--- src/rtl/csr_unit_if.sv ---
// CSR access port between the core pipeline and csr_unit.
// Carries software read/write and trap-entry signals.
interface csr_if;
    logic        csr_write;
    logic [11:0] csr_waddr;
    logic [31:0] csr_wdata;
    logic [11:0] csr_raddr;
    logic [31:0] csr_rdata;
    logic        csr_exception;
    logic [31:0] csr_exception_cause;
    logic [31:0] csr_exception_pc;
    logic        csr_mie;

    modport csr (
        input  csr_write,
        input  csr_waddr,
        input  csr_wdata,
        input  csr_raddr,
        output csr_rdata,
        input  csr_exception,
        input  csr_exception_cause,
        input  csr_exception_pc,
        output csr_mie
    );

    modport core (
        output csr_write,
        output csr_waddr,
        output csr_wdata,
        output csr_raddr,
        input  csr_rdata,
        output csr_exception,
        output csr_exception_cause,
        output csr_exception_pc,
        input  csr_mie
    );
endinterface

--- src/rtl/csr_unit.sv ---
// Machine-mode CSR file for an RV32I hart.
// Trap entry takes priority over software writes.
module csr_unit #(
    parameter logic [31:0] HART_ID     = 32'd0,
    parameter logic [31:0] MTVEC_RESET = 32'h0000_0000
) (
    input logic clk,
    input logic rst,
    csr_if.csr  cif
);
    localparam logic [11:0] A_MSTATUS  = 12'h300;
    localparam logic [11:0] A_MISA     = 12'h301;
    localparam logic [11:0] A_MIE      = 12'h304;
    localparam logic [11:0] A_MTVEC    = 12'h305;
    localparam logic [11:0] A_MSCRATCH = 12'h340;
    localparam logic [11:0] A_MEPC     = 12'h341;
    localparam logic [11:0] A_MCAUSE   = 12'h342;
    localparam logic [11:0] A_MIP      = 12'h344;
    localparam logic [11:0] A_MCYCLE   = 12'hB00;
    localparam logic [11:0] A_MCYCLEH  = 12'hB80;
    localparam logic [11:0] A_MHARTID  = 12'hF14;

    localparam logic [31:0] MISA_VAL = 32'h4000_0100;

    logic        st_mie;
    logic        st_mpie;
    logic        ie_msie;
    logic        ie_mtie;
    logic        ie_meie;
    logic [31:0] mtvec;
    logic [31:0] mscratch;
    logic [31:0] mepc;
    logic [31:0] mcause;
    logic [63:0] mcycle;

    logic        sw_we;
    logic [31:0] wdata;
    logic [11:0] waddr;

    // A trap in the same cycle drops the software write entirely.
    assign sw_we = cif.csr_write & ~cif.csr_exception;
    assign wdata = cif.csr_wdata;
    assign waddr = cif.csr_waddr;

    assign cif.csr_mie = st_mie;

    // mstatus interrupt-enable stack: trap entry or software write.
    always_ff @(posedge clk) begin
        if (rst) begin
            st_mie  <= 1'b0;
            st_mpie <= 1'b0;
        end else if (cif.csr_exception) begin
            st_mpie <= st_mie;
            st_mie  <= 1'b0;
        end else if (sw_we && waddr == A_MSTATUS) begin
            st_mie  <= wdata[3];
            st_mpie <= wdata[7];
        end
    end

    // Trap-state registers mepc/mcause: trap entry overrides writes.
    always_ff @(posedge clk) begin
        if (rst) begin
            mepc   <= 32'd0;
            mcause <= 32'd0;
        end else if (cif.csr_exception) begin
            mepc   <= cif.csr_exception_pc & ~32'd3;
            mcause <= cif.csr_exception_cause;
        end else if (sw_we) begin
            if (waddr == A_MEPC)   mepc   <= wdata & ~32'd3;
            if (waddr == A_MCAUSE) mcause <= wdata;
        end
    end

    // Plain software-writable registers: mie, mtvec, mscratch.
    always_ff @(posedge clk) begin
        if (rst) begin
            ie_msie  <= 1'b0;
            ie_mtie  <= 1'b0;
            ie_meie  <= 1'b0;
            mtvec    <= MTVEC_RESET & ~32'd3;
            mscratch <= 32'd0;
        end else if (sw_we) begin
            unique case (waddr)
                A_MIE: begin
                    ie_msie <= wdata[3];
                    ie_mtie <= wdata[7];
                    ie_meie <= wdata[11];
                end
                A_MTVEC:    mtvec    <= wdata & ~32'd3;
                A_MSCRATCH: mscratch <= wdata;
                default: ;
            endcase
        end
    end

    // Free-running cycle counter; a half write replaces that cycle's increment.
    always_ff @(posedge clk) begin
        if (rst) begin
            mcycle <= 64'd0;
        end else if (sw_we && waddr == A_MCYCLE) begin
            mcycle <= {mcycle[63:32], wdata};
        end else if (sw_we && waddr == A_MCYCLEH) begin
            mcycle <= {wdata, mcycle[31:0]};
        end else begin
            mcycle <= mcycle + 64'd1;
        end
    end

    // Combinational read mux; unimplemented addresses read zero.
    always_comb begin
        cif.csr_rdata = 32'd0;
        unique case (cif.csr_raddr)
            A_MSTATUS:  cif.csr_rdata = {19'd0, 2'b11, 3'd0, st_mpie,
                                         3'd0, st_mie, 3'd0};
            A_MISA:     cif.csr_rdata = MISA_VAL;
            A_MIE:      cif.csr_rdata = {20'd0, ie_meie, 3'd0, ie_mtie,
                                         3'd0, ie_msie, 3'd0};
            A_MTVEC:    cif.csr_rdata = mtvec;
            A_MSCRATCH: cif.csr_rdata = mscratch;
            A_MEPC:     cif.csr_rdata = mepc;
            A_MCAUSE:   cif.csr_rdata = mcause;
            A_MIP:      cif.csr_rdata = 32'd0;
            A_MCYCLE:   cif.csr_rdata = mcycle[31:0];
            A_MCYCLEH:  cif.csr_rdata = mcycle[63:32];
            A_MHARTID:  cif.csr_rdata = HART_ID;
            default:    cif.csr_rdata = 32'd0;
        endcase
    end
endmodule

--- src/flat_wrapper.sv ---
// flat-port wrapper written by rule: the top's interface ports become plain ports
module csr_unit_flat 
#(
    parameter logic [31:0] HART_ID     = 32'd0,
    parameter logic [31:0] MTVEC_RESET = 32'h0000_0000
)
  (clk, rst, cif_csr_write, cif_csr_waddr, cif_csr_wdata, cif_csr_raddr, cif_csr_rdata, cif_csr_exception, cif_csr_exception_cause, cif_csr_exception_pc, cif_csr_mie);
  csr_if cif_i ();
  input logic clk;
  input logic rst;
  input wire logic [$bits(cif_i.csr_write)-1:0] cif_csr_write;
  input wire logic [$bits(cif_i.csr_waddr)-1:0] cif_csr_waddr;
  input wire logic [$bits(cif_i.csr_wdata)-1:0] cif_csr_wdata;
  input wire logic [$bits(cif_i.csr_raddr)-1:0] cif_csr_raddr;
  output wire logic [$bits(cif_i.csr_rdata)-1:0] cif_csr_rdata;
  input wire logic [$bits(cif_i.csr_exception)-1:0] cif_csr_exception;
  input wire logic [$bits(cif_i.csr_exception_cause)-1:0] cif_csr_exception_cause;
  input wire logic [$bits(cif_i.csr_exception_pc)-1:0] cif_csr_exception_pc;
  output wire logic [$bits(cif_i.csr_mie)-1:0] cif_csr_mie;
  assign cif_i.csr_write = cif_csr_write;
  assign cif_i.csr_waddr = cif_csr_waddr;
  assign cif_i.csr_wdata = cif_csr_wdata;
  assign cif_i.csr_raddr = cif_csr_raddr;
  assign cif_csr_rdata = cif_i.csr_rdata;
  assign cif_i.csr_exception = cif_csr_exception;
  assign cif_i.csr_exception_cause = cif_csr_exception_cause;
  assign cif_i.csr_exception_pc = cif_csr_exception_pc;
  assign cif_csr_mie = cif_i.csr_mie;
  csr_unit #(.HART_ID(HART_ID), .MTVEC_RESET(MTVEC_RESET)) u_core (.clk(clk), .rst(rst), .cif(cif_i));
endmodule
--- config.mk ---
export PLATFORM = sky130hd
export DESIGN_NAME = csr_unit_flat
export DESIGN_NICKNAME = d
export VERILOG_FILES = /design/src/rtl/csr_unit_if.sv /design/src/rtl/csr_unit.sv /design/src/flat_wrapper.sv
export SDC_FILE = /design/constraint.sdc
export NUM_CORES = 1
export LEC_CHECK = 0
export CORE_UTILIZATION = 40
export CTS_CLUSTER_DIAMETER = 120
export DETAILED_ROUTE_END_ITERATION = 10
export PLACE_DENSITY_LB_ADDON = 0.3
export SYNTH_ARGS = -nofsm -noshare
export SYNTH_HDL_FRONTEND = slang
export SYNTH_SLANG_ARGS = --single-unit
--- constraint.sdc ---
create_clock -name clk -period 5.7 [get_ports clk]
set_input_delay 1.14 -clock clk [delete_from_list [all_inputs] [get_ports clk]]
set_output_delay 1.14 -clock clk [all_outputs]
set_load 0.01 [all_outputs]
==> metrics.md <==
| Metric | Value |
|---|---|
| Status | completed |
| Core Region | 25,200 sq um |
| Largest net degree at the start of global routing | 95 |
| Largest family of logic cells by synthesized area | simple AND/OR/NAND/NOR gates |
| Worst hold path class | reg2reg |
| Crit path DAT | 4.08 ns |
| Async set-or-reset flop fraction in the synthesized netlist | 0% |
| Layout Skew | 0.00926 ns |
| Post-synthesis cell type with the largest combined area | dfxtp_1 |
| Minimum clock period | 5.22 ns |
| Initial antenna violation count | 0 |
| Synth warnings | 0 |
| DIE HEIGHT | 162 microns |
| Multiplexer area fraction after synthesis | 8.30% |
| Seq cells post-synth | 193 |
| Initial DRC Count | 1,198 |
| Gr ovfl total | 0 |
| First-pass GRT wire length | 55,600 microns |
| Ranking of synthesized cells by area | dfxtp_1 38%, nand2_1 8.5%, a21oi_1 6.5%, a211oi_1 5.3%, a22oi_1 5.3% |
| Clock root buffer | clkbuf_16 |
| Library cells used by synthesis | 69 |
| Maximum vdd drop | 165 uV |
| H-tree Lvls | 4 |
| Layout cells sized above 1 | 8.05% |
| Required @ worst endpoint | 4.56 ns |
| Final Wtd Congestion | 0.893 |
| Crit share post-route | 91.5% |
| Vias post-DR | 10,500 |
| Setup Fix Bufs, Post-CTS | 0 |
| WL final | 36,100 microns |
| CTS buffer count | 17 |
| Slew @ Worst Pin | 1.21 ns |
| Die X | 162 microns |
| Xor and xnor area share after synthesis | 2.05% |
| Number of synthesized flops with an enable pin | 0 |
| Adder-Cell Fraction of Synth Area | 0.122% |
| # IOs | 157 |
| DRT Pass-1 Iters | 5 |
| CP max FO | 19 |
| # hold bufs at CTS | 0 |
| Most common cell after layout, fill and taps aside | nand2_1 |
| Clock sinks | 193 |
| Setup TNS | 0 ns |
| Initial core utilization | 40.8% |
| # resized after CTS | 0 |
| Final HPWL DP | 24,800 microns |
| Max Clk Rate | 192 MHz |
| Clk_lat worst skew | 0.44 ns |
| Reg clk slew, reported paths | 0.07 ns |
| Final setup violation count | 0 |
| Syn nets | 1,427 |
| Ys flop type | dfxtp_1 |
| Slew HR | 19.6% |
| Crit path kind | in2out |
| Worst setup EP type | output pin |
| Nets@finish | 1,529 |
| Synth Area in Simple Gates | 24.5% |
| Compound-gate portion of the synthesized area | 23.3% |
| Final hold vios | 0 |
| Startpoint Class | input port |
| Cells after Synth | 1,302 |
| Diode count | 0 |
| Commonest non-fill, non-tap cells in the layout | 232 x nand2_1, 193 x dfxtp_1, 152 x clkdlybuf4s50_1 |
| Vias in the first global route | 9,669 |
| Antenna-violating nets left | 0 |
| Slew Limit Fails | 0 |
| DR WL/cell | 20.7 microns |
| PortBufs | 154 |
| Die area | 26,300 sq um |
| Leak | 4.36 nW |
| Tot Pwr | 2.86 mW |
| Site Rows | 58 |
| Clock buffer depth | 2 |
| Syn avg cell area | 7.88 sq um |
| Number of max-cap violations | 0 |
| Post-synthesis sequential area ratio | 37.6% |
| Power Dens Cells | 226 nW/um^2 |
| Synthesized area | 10,300 sq um |
| Vias per inst | 6.01 |
| Gr usage total | 27.4% |
| TritonCTS clock tree | built |
| Area added between synthesis and finish | 23.4% |
| Top cell type's share of synthesized area | 37.6% |
| Unrepaired setup endpoints after global routing | no |
| DRC Markers | 0 |
==> where the power goes <==
part	internal [mW]	switching, mW
Combinational	0.120	0.128
Sequential	1.38	0.0193
Clock	0.655	0.560
==> logic make-up after synthesis <==
| family | Yosys count |
|---|---|
| and+or+nand+nor | 525 |
| AOI/OAI and AO/OA | 368 |
| DFF | 193 |
| buffers and inverters | 110 |
| muxes | 81 |
| xor gates and xnor gates | 24 |
| adders and majority gates | 1 |
==> flip-flops by register name (all words and copies together), names as in the netlist <==
signal and count:
u_core.mcycle 64, u_core.ie_mtie 1, u_core.cif.csr_mie 1, u_core.ie_meie 1, u_core.mepc 30, u_core.st_mpie 1
u_core.mscratch 32, u_core.ie_msie 1, u_core.mtvec 30, u_core.mcause 32
==> cell usage after synthesis (all sizes together) (5+ instances only) <==
cell type and number:
mux2 33, nand2b 5, and2 13, mux2i 48
nand3 50, and3 12, buf 12, xor2 20
dfxtp 193, nor4 15, a31oi 14, or3 13
a211oi 72, a21oi 133, inv 7, nor2b 21
nor3 23, nor4b 5, a22oi 72, o22ai 6
and4 6, nand2 232, nor2 84, o21ai 27
clkbuf 90, a222oi 5, nand4 26, a221oi 6
==> cell type report <==
type,count,area (sq um)
Sequential cell,193,3860
Timing Repair Buffer,185,1770
Multi-Input combinational cell,999,6000
Fill cell,2359,12500
Clock inverter,13,153
Inverter,8,30.0
Clock buffer,18,429
Tap cell,330,413
==> path summary, 6_finish.rpt <==
path	startpoint	end	slack (ns)	depth (start not counted)
setup / recovery	cif_csr_raddr[7]	cif_csr_rdata[11]	0.48	9
hold reg to reg	u_core.mscratch[7]$_SDFFE_PP0P_	u_core.mscratch[7]$_SDFFE_PP0P_	0.45	2
hold / removal	u_core.mscratch[7]$_SDFFE_PP0P_	u_core.mscratch[7]$_SDFFE_PP0P_	0.45	2
setup reg to reg	u_core.mcycle[1]$_SDFFE_PP0P_	u_core.mcycle[46]$_SDFFE_PP0N_	2.69	7
==> critical path, cell delays in order <==
cell and delay, ns:
clkdlybuf4s50_1 0.45, or2_2 0.34, nor3_1 0.15, nand3_1 0.42
nor3b_2 0.33, buf_4 0.31, a222oi_1 0.14, o211ai_1 0.17
clkdlybuf4s50_1 0.60
==> per-stage QoR <==
| stage | instance area [sq um] | utilization [%] | std cells | hold WS [ns] | worst slack, ns |
|---|---|---|---|---|---|
| 4_1_cts | 12700 | 50.3 | 1746 | 0.452 | 0.536 |
| 5_1_grt | 12700 | 50.3 | 1746 | 0.470 | 0.378 |
| 6_report | 12700 | 50.3 | 1746 | 0.451 | 0.483 |
| 2_1_floorplan | 10300 | - | 1302 | 0.431 | 1.50 |
| 3_3_place_gp | 12100 | 48.0 | 1715 | 0.437 | 0.598 |
| 3_5_place_dp | 12100 | 48.0 | 1715 | 0.444 | 0.546 |
==> metal layers <==
layer | part of all wire, % | GRT usage [%] | vias to the layer above | routed length [microns]
li1 | - | - | 4963 | -
met1 | 45 | 38.9 | 5034 | 16400
met2 | 45 | 42.0 | 462 | 16200
met3 | 7.8 | 5.39 | 42 | 2800
met4 | 2.0 | 7.55 | 0 | 718
met5 | 0 | 0 | - | 0
(Power assumes the default switching activity.)
==> patch (same flow settings) <==
Reset style: asynchronous (`rst`), changed in 4 clocked blocks.
--- a/src/rtl/csr_unit.sv
+++ b/src/rtl/csr_unit.sv
@@ -46,5 +46,5 @@
 
     // mstatus interrupt-enable stack: trap entry or software write.
-    always_ff @(posedge clk) begin
+    always_ff @(posedge clk or posedge rst) begin
         if (rst) begin
             st_mie  <= 1'b0;
@@ -60,5 +60,5 @@
 
     // Trap-state registers mepc/mcause: trap entry overrides writes.
-    always_ff @(posedge clk) begin
+    always_ff @(posedge clk or posedge rst) begin
         if (rst) begin
             mepc   <= 32'd0;
@@ -74,5 +74,5 @@
 
     // Plain software-writable registers: mie, mtvec, mscratch.
-    always_ff @(posedge clk) begin
+    always_ff @(posedge clk or posedge rst) begin
         if (rst) begin
             ie_msie  <= 1'b0;
@@ -96,5 +96,5 @@
 
     // Free-running cycle counter; a half write replaces that cycle's increment.
-    always_ff @(posedge clk) begin
+    always_ff @(posedge clk or posedge rst) begin
         if (rst) begin
             mcycle <= 64'd0;
Formal check against the unedited RTL: differs if rst is asserted again (counterexample within 4 cycles, from zero or initial values and one cycle with rst high); with rst held inactive, the same outputs for 4 cycles.
==> patch against the unedited design <==
First-iteration DRC count shrank 21%; register-to-register slack lost 0.62 ns; sequential cell count is the same; clock skew grew 0.0018 ns; sequential share of layout area grew 6.1 points; total power grew 5.2%; area after synthesis grew 3.8%; hold slack gained 0.046 ns; setup slack lost 0.10 ns; core utilization grew 0.32 points; design area grew 4.1%; wire length shrank 3.6%; largest cell class unchanged; largest power group unchanged; highest routed layer unchanged.
==> patch: results (changes against the unedited design) <==
- Fmax: 188.1 MHz (was 191.7 MHz)
- Hold EP: u_core.mscratch[28] (was u_core.mscratch[7])
- GPL Wtd Cong: 0.9058 (was 0.8932)
- Area share of fa/ha/maj cells after synthesis: 0.1175% (was 0.1219%)
- Reg-to-reg slack, setup: 2.07 ns (was 2.69 ns)
- Syn_area_per_cell: 9.228 um^2 (was 7.882 um^2)
- Compound-gate portion of the synthesized area: 16.67% (was 23.29%)
- Synth Area in XOR/XNOR: 0.4935% (was 2.048%)
- Hold slack: 0.4967 ns (was 0.4508 ns)
- WHS Path Cells: 1 (was 2)
- Largest net degree at the start of global routing: 112 (was 95)
- Sw Ratio: 26.80% (was 24.71%)
- Post-synth top cells: dfrtp_1, nand2_1, o21ai_0 (was nand2_1, dfxtp_1, a21oi_1)
- Total GRT Usage: 25.92% (was 27.42%)
- Outcome: finished, final reports clean (unchanged)
- Crit path capture: cif_csr_rdata[25] (was cif_csr_rdata[11])
- Worst slew margin: 34.43% (was 19.56%)
- Drt first pass iters: 7 (was 5)
- DP Worst Slack: 0.4070 ns (was 0.5459 ns)
- WL met1: 15700 um (was 16390 um)
- Placed cells: 1592 (was 1715)
- HPWL after DPL: 23960 um (was 24770 um)
- Largest incremental delay on the critical path: 0.75 ns (was 0.60 ns)
- DRT iter0 DRCs: 942 (was 1198)
- Crit path DAT: 4.18 ns (was 4.08 ns)
- Asr flop ratio synth: 100.0% (was 0%)
- Critical path fanouts, max: 15 (was 19)
- Slowest stage cell, crit path: nor2_1 (was clkdlybuf4s50_1)
- Fillers: 2405 (was 2359)
- Max IR drop VDD: 0.0001600 V (was 0.0001646 V)
- Number of global-route vias before repair: 9431 (was 9669)
- Met3 usage: 3.921% (was 5.388%)
- Fin nets: 1401 (was 1529)
- Total power: 3.009 mW (was 2.860 mW)
- Routed met3 length: 2402 um (was 2803 um)
- Clock Power Share: 41.4% (was 42.5%)
- Worst flop-to-flop path startpoint: u_core.mcycle[2] (was u_core.mcycle[1])
- GR Util met1: 36.86% (was 38.90%)
- Dominant cells by area after synthesis: dfrtp_1, nand2_1, mux2_2 (was dfxtp_1, nand2_1, a21oi_1)
- Layout cell share with drive strength beyond 1: 10.94% (was 8.051%)
- Crit path launch: cif_csr_raddr[8] (was cif_csr_raddr[7])
- Detailed Route WL: 34820 um (was 36130 um)
- Placed standard-cell area: 12570 um^2 (was 12080 um^2)
patch: cell types whose count changed after synthesis, sizes merged, moves of 21 or more:
| cell | delta |
|---|---|
| a211oi | -54 |
| a21oi | -78 |
| a22oi | -64 |
| clkbuf | -25 |
| dfrtp | +193 |
| dfxtp | -193 |
| mux2 | +31 |
| nand2 | -46 |
| nor3 | +21 |
| o21ai | +68 |
patch: cell type report:
cell class / count / area, um^2 / share of cell area, %
Clock buffer: 19 / 442.9 / 3.360
Clock inverter: 13 / 167.7 / 1.272
Inverter: 17 / 67.56 / 0.5125
Multi-Input combinational cell: 865 / 5470 / 41.49
Sequential cell: 193 / 4830 / 36.63
Tap cell: 335 / 419.2 / 3.179
Timing Repair Buffer: 182 / 1787 / 13.55
patch: worst max-delay path, delay by kind of cell:
kind	cells	cell delay, ns
simple gates	4	1.45
compound gates	1	0.20
buf+inv	3	1.37
